===== src/rtl/optical_tx_framer.sv =====
// Multi-channel GTP transmit framer: bonding sequences, start marker, comma-tagged PRBS-31 payload.
// Optional error injection on channel 0 is built when OPT_TX_ERRINJ_EN is defined.
module optical_tx_framer #(
    parameter int unsigned NCH            = 2,
    parameter int unsigned DATA_W         = 64,
    parameter int unsigned BOND_SPACING   = 32,
    parameter int unsigned BOND_COUNT     = 255,
    parameter int unsigned RESTART_PERIOD = 40000000,
    parameter logic [30:0] PRBS_SEED      = 31'h7FFFFFFF
) (
    input  logic                    clock,
    input  logic                    reset,
    input  logic [NCH-1:0]          gtp_ready,
    input  logic                    inj_err,
    output logic [NCH*DATA_W-1:0]   tx_data,
    output logic [NCH*DATA_W/8-1:0] tx_iskchar,
    output logic                    bond_done,
    output logic                    restart,
    output logic [1:0]              state
);

    localparam int unsigned KW = DATA_W / 8;
    localparam int unsigned PW = DATA_W - 16;
    localparam int unsigned FW = (BOND_SPACING > 2) ? $clog2(BOND_SPACING) : 1;

    localparam logic [FW-1:0] FRAME_LAST = FW'(BOND_SPACING - 1);
    localparam logic [7:0]    SEQ_LAST   = 8'(BOND_COUNT - 1);
    localparam logic [31:0]   RCNT_LAST  = 32'(RESTART_PERIOD - 1);
    localparam logic [31:0]   BOND_WORD  = 32'h1CFEFBDC;

    typedef enum logic [1:0] {
        StWaitRdy = 2'd0,
        StBond    = 2'd1,
        StStart   = 2'd2,
        StRun     = 2'd3
    } state_t;

    state_t                       state_q, state_d;
    logic [FW-1:0]                frame_q, frame_d;
    logic [7:0]                   seq_q, seq_d;
    logic [31:0]                  rcnt_q, rcnt_d;
    logic [NCH-1:0][30:0]         lfsr_q, lfsr_d, seeds;
    logic [NCH-1:0][DATA_W-1:0]   data_q, data_d;
    logic [NCH-1:0][KW-1:0]       k_q, k_d;
    logic                         bond_done_q, bond_done_d;
    logic                         restart_q, restart_d;
    logic [PW+30:0]               step;

`ifdef OPT_TX_ERRINJ_EN
    logic err_pend_q, err_pend_d;
`else
    logic unused_inj_err;
    assign unused_inj_err = inj_err;
`endif

    // Advance one PRBS-31 (x^31 + x^28 + 1) LFSR by PW bits; returns {bits MSB-first, new state}.
    function automatic logic [PW+30:0] prbs_step(input logic [30:0] s_in);
        logic [30:0]   s;
        logic [PW-1:0] bits;
        logic          nb;
        s    = s_in;
        bits = '0;
        for (int b = 0; b < PW; b++) begin
            nb              = s[30] ^ s[27];
            bits[PW-1-b]    = nb;
            s               = {s[29:0], nb};
        end
        return {bits, s};
    endfunction

    always_comb begin
        seeds = '0;
        for (int i = 0; i < NCH; i++) begin
            seeds[i] = PRBS_SEED ^ 31'(i);
        end
    end

    always_comb begin
        state_d   = state_q;
        frame_d   = frame_q;
        seq_d     = seq_q;
        rcnt_d    = rcnt_q;
        lfsr_d    = lfsr_q;
        data_d    = '0;
        k_d       = '0;
        restart_d = 1'b0;
        step      = '0;

        unique case (state_q)
            StWaitRdy: state_d = StBond;
            StBond: begin
                if (frame_q == FRAME_LAST) begin
                    frame_d = '0;
                    seq_d   = seq_q + 8'd1;
                    for (int i = 0; i < NCH; i++) begin
                        data_d[i][31:0] = BOND_WORD;
                        k_d[i][3:0]     = 4'hF;
                    end
                    if (seq_q == SEQ_LAST) begin
                        state_d = StStart;
                    end
                end else begin
                    frame_d = frame_q + 1'b1;
                end
            end
            StStart: begin
                for (int i = 0; i < NCH; i++) begin
                    data_d[i] = {KW{8'hFC}};
                    k_d[i]    = '1;
                end
                lfsr_d    = seeds;
                restart_d = 1'b1;
                rcnt_d    = '0;
                state_d   = StRun;
            end
            StRun: begin
                for (int i = 0; i < NCH; i++) begin
                    step      = prbs_step(lfsr_q[i]);
                    data_d[i] = {step[PW+30:31], 16'hBC50};
                    k_d[i]    = KW'(2'b11);
                    lfsr_d[i] = step[30:0];
                end
                rcnt_d = rcnt_q + 32'd1;
                if ((RESTART_PERIOD != 0) && (rcnt_q == RCNT_LAST)) begin
                    state_d = StStart;
                end
            end
            default: state_d = StWaitRdy;
        endcase

`ifdef OPT_TX_ERRINJ_EN
        // A pending flip lands on the first RUN word computed after the pulse.
        err_pend_d = err_pend_q;
        if (state_q == StRun) begin
            if (err_pend_q) begin
                data_d[0][16] = ~data_d[0][16];
                err_pend_d    = 1'b0;
            end
            if (inj_err) begin
                err_pend_d = 1'b1;
            end
        end
`endif

        if (reset || !(&gtp_ready)) begin
            state_d   = StWaitRdy;
            frame_d   = '0;
            seq_d     = '0;
            rcnt_d    = '0;
            data_d    = '0;
            k_d       = '0;
            restart_d = 1'b0;
`ifdef OPT_TX_ERRINJ_EN
            err_pend_d = 1'b0;
`endif
        end

        bond_done_d = (state_d == StStart) || (state_d == StRun);
    end

    always_ff @(posedge clock) begin
        if (reset) begin
            state_q     <= StWaitRdy;
            frame_q     <= '0;
            seq_q       <= '0;
            rcnt_q      <= '0;
            lfsr_q      <= seeds;
            data_q      <= '0;
            k_q         <= '0;
            bond_done_q <= 1'b0;
            restart_q   <= 1'b0;
        end else begin
            state_q     <= state_d;
            frame_q     <= frame_d;
            seq_q       <= seq_d;
            rcnt_q      <= rcnt_d;
            lfsr_q      <= lfsr_d;
            data_q      <= data_d;
            k_q         <= k_d;
            bond_done_q <= bond_done_d;
            restart_q   <= restart_d;
        end
    end

`ifdef OPT_TX_ERRINJ_EN
    always_ff @(posedge clock) begin
        if (reset) begin
            err_pend_q <= 1'b0;
        end else begin
            err_pend_q <= err_pend_d;
        end
    end
`endif

    assign tx_data    = data_q;
    assign tx_iskchar = k_q;
    assign bond_done  = bond_done_q;
    assign restart    = restart_q;
    assign state      = state_q;

endmodule


===== config.mk =====
export PLATFORM = sky130hd
export DESIGN_NAME = optical_tx_framer
export DESIGN_NICKNAME = d
export VERILOG_FILES = /design/src/rtl/optical_tx_framer.sv
export SDC_FILE = /design/constraint.sdc
export NUM_CORES = 1
export LEC_CHECK = 0
export ABC_AREA = 1
export CORE_ASPECT_RATIO = 1.5
export CORE_MARGIN = 5
export CORE_UTILIZATION = 52
export CTS_BUF_LIST = sky130_fd_sc_hd__clkbuf_16
export DETAILED_ROUTE_END_ITERATION = 8
export GPL_TIMING_DRIVEN = 1
export PLACE_DENSITY_LB_ADDON = 0.08
export SLEW_MARGIN = 25
export SYNTH_ARGS = -nofsm -noshare
export SYNTH_HDL_FRONTEND = slang
export SYNTH_SLANG_ARGS = --single-unit

===== constraint.sdc =====
create_clock -name clock -period 1.8 [get_ports clock]
set_clock_uncertainty 0.15 [all_clocks]
set_input_delay 0.27 -clock clock [delete_from_list [all_inputs] [get_ports clock]]
set_output_delay 0.27 -clock clock [all_outputs]
set_load 0.05 [all_outputs]

Yosys cells after proc, flatten, opt, wreduce, memory -nomap -nowiden
Cells that the tools add are included.
{ "totals": {"ff_bits": 247, "in_bits": 5, "elab_cells": 143} }
{ "op_classes": {"add_sub_neg": 3, "n_eq_ne": 8, "mux": 17, "n_bitwise": 96, "n_reduce_logical": 8} }
{ "op_table": {"columns": ["cell", "n"], "rows": [
  ["$pmux W32 S2", 3],
  ["$pmux W32 S3", 2],
  ["$pmux W62 S2", 1],
  ["$xor A1 B1 Y1", 96],
  ["$add A32 B1 Y32 const B", 1],
  ["$eq A32 B26 Y1 const B", 1],
  ["$mux W29", 1],
  ["$pmux W4 S3", 1],
  ["$add A8 B1 Y8 const B", 1],
  ["$eq A2 B2 Y1 const B", 4],
  ["$eq A8 B8 Y1 const B", 1],
  ["$mux W2", 4],
  ["$mux W4", 2],
  ["$pmux W2 S4", 1],
  ["$add A5 B1 Y5 const B", 1],
  ["$eq A5 B5 Y1 const B", 1],
  ["$mux W5", 1],
  ["$reduce_and A2 Y1", 2],
  ["$eq A2 B1 Y1 const B", 1],
  ["$logic_not A2 Y1", 1],
  ["$logic_or A1 B1 Y1", 2],
  ["$reduce_bool A2 Y1", 1],
  ["$reduce_or A2 Y1", 1],
  ["$logic_not A1 Y1", 1],
  ["$mux W1", 1]
]} }

Depth between registers and ports, before layout
Gate-level depths: netlist (run 1).
{ "logic_depth": {"ltp_word": 7, "mapped_depth": 11, "depth_no_buf": 11} }

Worst setup path before layout (run 1)
No wires, ideal clock.
{ "synth_timing": {"kind": "register -> register", "start": "register state_q[1], in the netlist state[1]", "end": "register rcnt_q[24]", "setup_ps": 115, "arrival_ps": 1500, "path_slack_ps": 35, "path_stages_with_launch": 9, "period_less_slack_ps": 1765, "path_cell_list": "dfxtp_1 -> buf_4 -> nand3_1 -> nor2_2 -> nand2_1 -> nor2_2 -> nand3_1 -> nand2_1 -> nor2_1"} }
{ "synth_between": {"elab_chain_cells": 2, "elab_cells_between_ends": 4} }
{ "synth_rtl": {"columns": ["element", "line_no", "source"], "rows": [
  ["from (decl)", "38", "state_t state_q, state_d;"],
  ["from (signal assigned)", "163", "state_q <= StWaitRdy;"],
  ["from (signal assigned)", "173", "state_q <= state_d;"],
  ["$eq A2 B2 Y1", "89", "unique case (state_q)"],
  ["$pmux W32 S2 / $reduce_bool A2 Y1 (equally long branches)", null, null],
  ["to (signal assigned)", "176", "rcnt_q <= rcnt_d;"],
  ["to (decl)", "41", "logic [31:0] rcnt_q, rcnt_d;"]
]} }
Parallel ways exist; a longest one is shown, timed or not.
A chain may end at the register's enable or synchronous reset.

Worst setup path after layout (run 1)
{ "layout_timing": {"start": "register frame_q[1]", "end": "register data_q, in the netlist tx_data[85]"} }
{ "layout_between": {"elab_chain_cells": 3} }
{ "layout_rtl": {"columns": ["element", "line_no", "source"], "rows": [
  ["from (decl)", "39", "logic [FW-1:0] frame_q, frame_d;"],
  ["from (signal assigned)", "174", "frame_q <= frame_d;"],
  ["$eq A5 B5 Y1", "92", "if (frame_q == FRAME_LAST) begin"],
  ["$mux W29", "92", null],
  ["$pmux W32 S3", "89", null],
  ["to (signal assigned)", "178", "data_q <= data_d;"],
  ["to (decl)", "43", "logic [NCH-1:0][DATA_W-1:0] data_q, data_d;"]
]} }
No other way between the ends.

==> results of run 1 <==
[sequential cells by signal, summed over array words and instances, names as in the netlist]
signal,flops
tx_data,99
lfsr_q,62
rcnt_q,32
seq_q,8
frame_q,5
state,2
tx_iskchar,2
bond_done,1
[layout make-up]
cell class | count | area, um2 | area share
clock buffer | 21 | 525.5 | 0.04766
clock inverter | 15 | 173.9 | 0.01577
inverter | 60 | 227.7 | 0.02065
multi-input combinational | 694 | 3570 | 0.3238
sequential | 211 | 4229 | 0.3836
tap | 206 | 257.7 | 0.02338
timing repair buffer | 186 | 2042 | 0.1852
[cells by family after synthesis]
family | count (synthesis)
XOR/XNOR | 81
AND/OR/NAND/NOR | 435
buffers and inverters | 153
other | 1
AO/OA/AOI/OAI | 169
adder cells (fa/ha/maj) | 5
flip-flops | 211
[what timing repair did]
action | in CTS | in global routing
endpoints found under the setup margin | 1 | 15
resized for setup | 3 | 20
pin swaps | 0 | 5
setup buffers | 0 | 1
[critical path: stages (launching register included)]
cell and delay [ns]:
dfxtp_2 0.35, ha_4 0.14, nand2_2 0.06, nor2_2 0.11
ha_2 0.20, nand3_4 0.11, nand2_1 0.10, inv_2 0.05
buf_12 0.13, a21oi_1 0.23
[Yosys cell counts (all sizes together)]
cell type  instances  area share
nand2            218       0.096
dfxtp            211        0.50
nor2             122       0.056
a21oi            110       0.065
buf               72       0.057
xnor2             69       0.071
inv               60       0.027
nand3             47       0.029
o21ai             44       0.026
clkbuf            21      0.0093
or2               18       0.013
nand4             17       0.012
xor2              12       0.012
o211ai            11      0.0097
nor3               9      0.0053
ha                 5      0.0073
a2bb2oi            2      0.0021
and2               2      0.0015
nor3b              2      0.0018
a31oi              1     0.00074
conb               1     0.00044
o21a               1     0.00088
[routing by layer]
layer / share of wire / track usage / up-vias / wire [um]
met2: 0.50 / 0.3812 / 209 / 10490
met4: 0.031 / 0.07442 / 0 / 661
met1: 0.41 / 0.2691 / 3189 / 8655
met5: 0 / 0 / - / 0
li1: - / - / 3576 / -
met3: 0.058 / 0.02722 / 48 / 1220
[stage by stage]
stage | hold slack, ns | worst slack (ns) | util | instances | area [um2]
detailed placement | 0.3144 | -0.01214 | 0.6359 | 1357 | 10250
global placement | 0.3051 | 0.03824 | 0.6359 | 1357 | 10250
finish | 0.3242 | 0.06064 | 0.6841 | 1393 | 11030
floorplan | 0.1891 | 0.03525 | - | 1058 | 8524
global route | 0.3541 | -0.01471 | 0.6841 | 1393 | 11030
CTS | 0.3234 | 0.01871 | 0.6799 | 1393 | 10960
[path summary, 6_finish.rpt]
path / from / endpoint / slack (ns) / cells after the start
hold reg to reg: frame_q[4] / frame_q[4] / 0.32 / 2
setup reg to reg: frame_q[1] / tx_data[85] / 0.06 / 9
setup / recovery: frame_q[1] / tx_data[85] / 0.06 / 9
hold / removal: frame_q[4] / frame_q[4] / 0.32 / 2
[power groups by stage]
stage | Sequential (W) | Combinational, W | Clock (W)
after floorplan | 0.00478 | 0.0000908 | 0
after global placement | 0.00478 | 0.000138 | 0
after detailed placement | 0.00478 | 0.000139 | 0
after CTS | 0.00467 | 0.000139 | 0.00453
after global routing | 0.00467 | 0.000153 | 0.00472
final | 0.00467 | 0.000140 | 0.00444
==> reports/results.tsv, run 1 <==
metric	value	unit
status	complete, no violations	
fmax	0.5749	GHz
power_frac_seq	0.505	
yosysUniqueCellTypes	31	
hp-class	reg -> reg	
dieArea	19080	um2
synthMuxAreaShare	0	
area_growth	29.51	%
p_sw	0.001858	W
ctsHoldBuffers	0	
fin_total_pwr	0.009255	W
final.min_clock_period	1.739	ns
std_cell_rows	57	
drv_slew	0	
setup_viol_count_final	0	
comb_power_share	0.015	
sw_frac_of_total	0.2008	
cts_root_buf	clkbuf_16	
syn_inst	1055	
p_clk_frac	0.480	
cap_violations	0	
grt_pass1_wl	34090	um
slew_headroom	0.6508	
portBuffers	147	
most-common-layout-cells	nand2_1 (214), dfxtp_1 (207), buf_4 (132)	
h-tree-depth	1	
layout_commonest_cell	nand2_1	
setup_tns	0	ns
pwr_density_cell	839.4	nW/um2
overflow	0	
worstSetupPathType	reg -> reg	
seq_area_frac_synth	0.4962	
synth-xor-area-share	0.08333	
path_max_fanout	11	
clk_pin_slew_worst_paths	0.06	ns
synth-compound-area-share	0.1039	
grt_max_degree	51	
worst_slew_pin_slew	0.5237	ns
via_per_inst	5.041	
hold_viol_final	0	
rsz0062_at_grt	yes	
cts.sinks	211	
p_leak	4.590	nW
required	2.04	ns
diodes	0	
drt_iter0_markers	430	
wirelength	21030	um
synth_fa_ha_area_frac	0.007349	
drive_gt1_frac	0.2224	
hpwl	15400	um
synth-simple-area-share	0.2159	
ys_ff_latch	211	
routedWlPerCell	15.10	um
startpoint_type	register	
firstDrtPassIters	5	
initial_utilization	0.5282	
die-width	114.5	um
tritoncts	yes	
cts-buffers-inserted	20	
gp_routability_congestion	0.8964	
netlist_area	8513	um2
arrival	1.98	ns
crit_path_end_kind	register	
clock_latency	0.49	ns
clk_path_buf_depth	3	
route.detailed.drc	0	
yosys_warnings	0	
fill_cells	1355	
route.vias.total	7022	
grt_pass1_vias	6715	
synth_top_family_by_area	simple AND/OR/NAND/NOR gates	
internal_power	0.007397	W
antenna_found_initial	0	
syn_area_per_cell	8.069	um2
grt_usage	0.2166	
pin_count	153	
num-nets-final	1183	
coreArea	16120	um2
ant_nets	0	
fin_crit_sh	0.9663	
die_h	166.7	um
ir_drop	0.8792	mV
Note: power is estimated with default switching activity, not from simulation.
==> inputs of run 2 (changes only) <==
--- a/config.mk
+++ b/config.mk
@@ -10,6 +10,7 @@
 export CORE_MARGIN = 5
 export CORE_UTILIZATION = 52
 export CTS_BUF_LIST = sky130_fd_sc_hd__clkbuf_16
+export CTS_CLUSTER_DIAMETER = 80
 export DETAILED_ROUTE_END_ITERATION = 8
 export GPL_TIMING_DRIVEN = 1
 export PLACE_DENSITY_LB_ADDON = 0.08
==> results of run 2 <==
The final DEF is identical to that of run 1; final timing and power are the same.
==> inputs of run 3 (changes only) <==
--- a/config.mk
+++ b/config.mk
@@ -7,9 +7,7 @@
 export LEC_CHECK = 0
 export ABC_AREA = 1
 export CORE_ASPECT_RATIO = 1.5
-export CORE_MARGIN = 5
 export CORE_UTILIZATION = 52
-export CTS_BUF_LIST = sky130_fd_sc_hd__clkbuf_16
 export CTS_CLUSTER_DIAMETER = 80
 export DETAILED_ROUTE_END_ITERATION = 8
 export GPL_TIMING_DRIVEN = 1
==> reports/results.tsv, run 3 (same netlist as run 1, synthesis figures left out) <==
metric	value	unit	change
area_growth	30.45	%	
die-width	106.5	um	-7.0%
coreArea	15840	um2	-1.8%
most-common-layout-cells	nand2_1 (213), dfxtp_1 (208), buf_4 (138)		
cts_root_buf	clkbuf_16		
pwr_density_cell	833.2	nW/um2	-0.74%
hpwl	15000	um	-2.5%
cts-buffers-inserted	20		unchanged
die_h	158.7	um	-4.8%
dieArea	16900	um2	-11%
crit_path_end_kind	primary output		
worst_slew_pin_slew	0.5494	ns	+0.02561 ns
worstSetupPathType	reg -> out		
status	complete, no violations		
arrival	1.34	ns	-0.64 ns
fin_cells	1397		+0.29%
route.vias.total	7081		+0.84%
fin_total_pwr	0.009253	W	about the same
crit_family	flip-flops		
antenna_found_initial	0		unchanged
fin_crit_sh	0.9756		+0.009283
layout_commonest_cell	nand2_1		
dpl.cell_count	1361		+0.29%
via_per_inst	5.069		+0.55%
grtUsageMet1	0.2958		+0.02669
overflow	0		unchanged
grt_use_met3	0.03530		+0.008081
reg2reg_depth	8		-1
max_stage_delay	0.49	ns	+0.14 ns
final.min_clock_period	1.756	ns	+0.01671 ns
hold_viol_final	0		unchanged
r2r-start	rcnt_q[1]		
cap_violations	0		unchanged
pin_count	153		unchanged
ir_drop	0.8231	mV	-6.4%
fmax	0.5695	GHz	-0.95%
pre_cts_ws	-0.02156	ns	-0.009426 ns
cp_cell_sequence	buf_4, buf_12		
slew_headroom	0.6338		-0.01707
ctsHoldBuffers	0		unchanged
cts.sinks	211		unchanged
h-tree-depth	1		unchanged
initial_utilization	0.5376		+0.009432
grt_usage	0.2394		+0.02283
drv_slew	0		unchanged
hp-class	reg -> reg		
crit_cells	2		-7
portBuffers	147		unchanged
path_buf_inv	2		unchanged
grt_use_met2	0.4256		+0.04438
std_cell_rows	56		-1.8%
clock_latency	0.48	ns	about the same
wirelength	20610	um	-2.0%
rsz0062_at_grt	yes		
ant_nets	0		unchanged
drt_iter0_markers	354		-18%
firstDrtPassIters	5		unchanged
p_leak	4.654	nW	+1.4%
clk_pin_slew_worst_paths	0.07	ns	about the same
path_max_fanout	6		-5
hp-start	frame_q[4]		
clk_path_buf_depth	3		unchanged
diodes	0		unchanged
drive_gt1_frac	0.2337		+0.01126
startpoint	state[1]		
whs_path_depth	2		unchanged
route.detailed.drc	0		unchanged
grt_pass1_vias	6579		-2.0%
required	1.38	ns	-0.66 ns
worst_path_max_delay_cell	dfxtp_1		
top_usage_layer	met2		
setup_tns	0	ns	unchanged
grt_pass1_wl	32860	um	-3.6%
largest_reg_flops	99		unchanged
routedWlPerCell	14.75	um	-2.3%
startpoint_type	register		
num-nets-final	1190		+0.59%
gp_routability_congestion	0.9162		+2.2%
setup_slack	0.04393	ns	-0.01671 ns
setup_viol_count_final	0		unchanged
grt_max_degree	51		unchanged
tritoncts	yes		
## run 3: changes by cell type in the layout (fill, tap and decap cells not counted), sizes merged
| cell | change |
|---|---|
| clkbuf | +7 |
| bufinv | -2 |
| buf | +7 |
| clkinvlp | -3 |
| inv | -2 |
## run 3: path summary, 6_finish.rpt
check	endpoint	slack [ns]
hold reg to reg	frame_q[4]	0.33
setup reg to reg	state[0]	0.10
hold / removal	frame_q[4]	0.33
setup / recovery	state[1]	0.04
## run 3: metal layers
| metal | vias to the layer above | share of wire |
|---|---|---|
| li1 | 3589 | - |
| met2 | 209 | 0.50 |
| met4 | 0 | 0.021 |
| met1 | 3249 | 0.42 |
| met3 | 34 | 0.058 |
| met5 | - | 0 |
## run 3: tightest hold or removal path: cells and delay by family, from the launching register on
kind,cells,cell delay [ns]
AND/OR/NAND/NOR,1,0.06
flip-flops,1,0.32
AO/OA/AOI/OAI,1,0.05
## run 3: repair_timing
item / CTS / global route
pin swaps: 0 / 4
gates resized for setup: 2 / 24
buffers inserted: 0 / 0
setup endpoints to repair: 2 / 12
## run 3: per-stage QoR
step,utilization,instance area [um2],hold WS (ns)
4_1_cts,0.6967,11030,0.3188
2_1_floorplan,-,8524,0.1891
3_3_place_gp,0.6519,10320,0.3021
6_report,0.7013,11110,0.3285
5_1_grt,0.7013,11110,0.3628
3_5_place_dp,0.6519,10320,0.3127
## run 3: cell type report
type,instances,area (um2)
Fill cell,1304,4730
Sequential cell,211,4228
Multi-Input combinational cell,694,3580
Timing Repair Buffer,193,2107
Clock buffer,28,601.8
Tap cell,203,254.0
Inverter,60,230.2
Clock inverter,8,105.1
## run 3: where the power goes
part | internal, W | leakage (nW) | switching, W
registers | 0.00467 | 1.70 | 0.00000179
logic | 0.0000453 | 2.60 | 0.000101
clock network | 0.00264 | 0.350 | 0.00179
total | 0.00736 | 4.65 | 0.00190
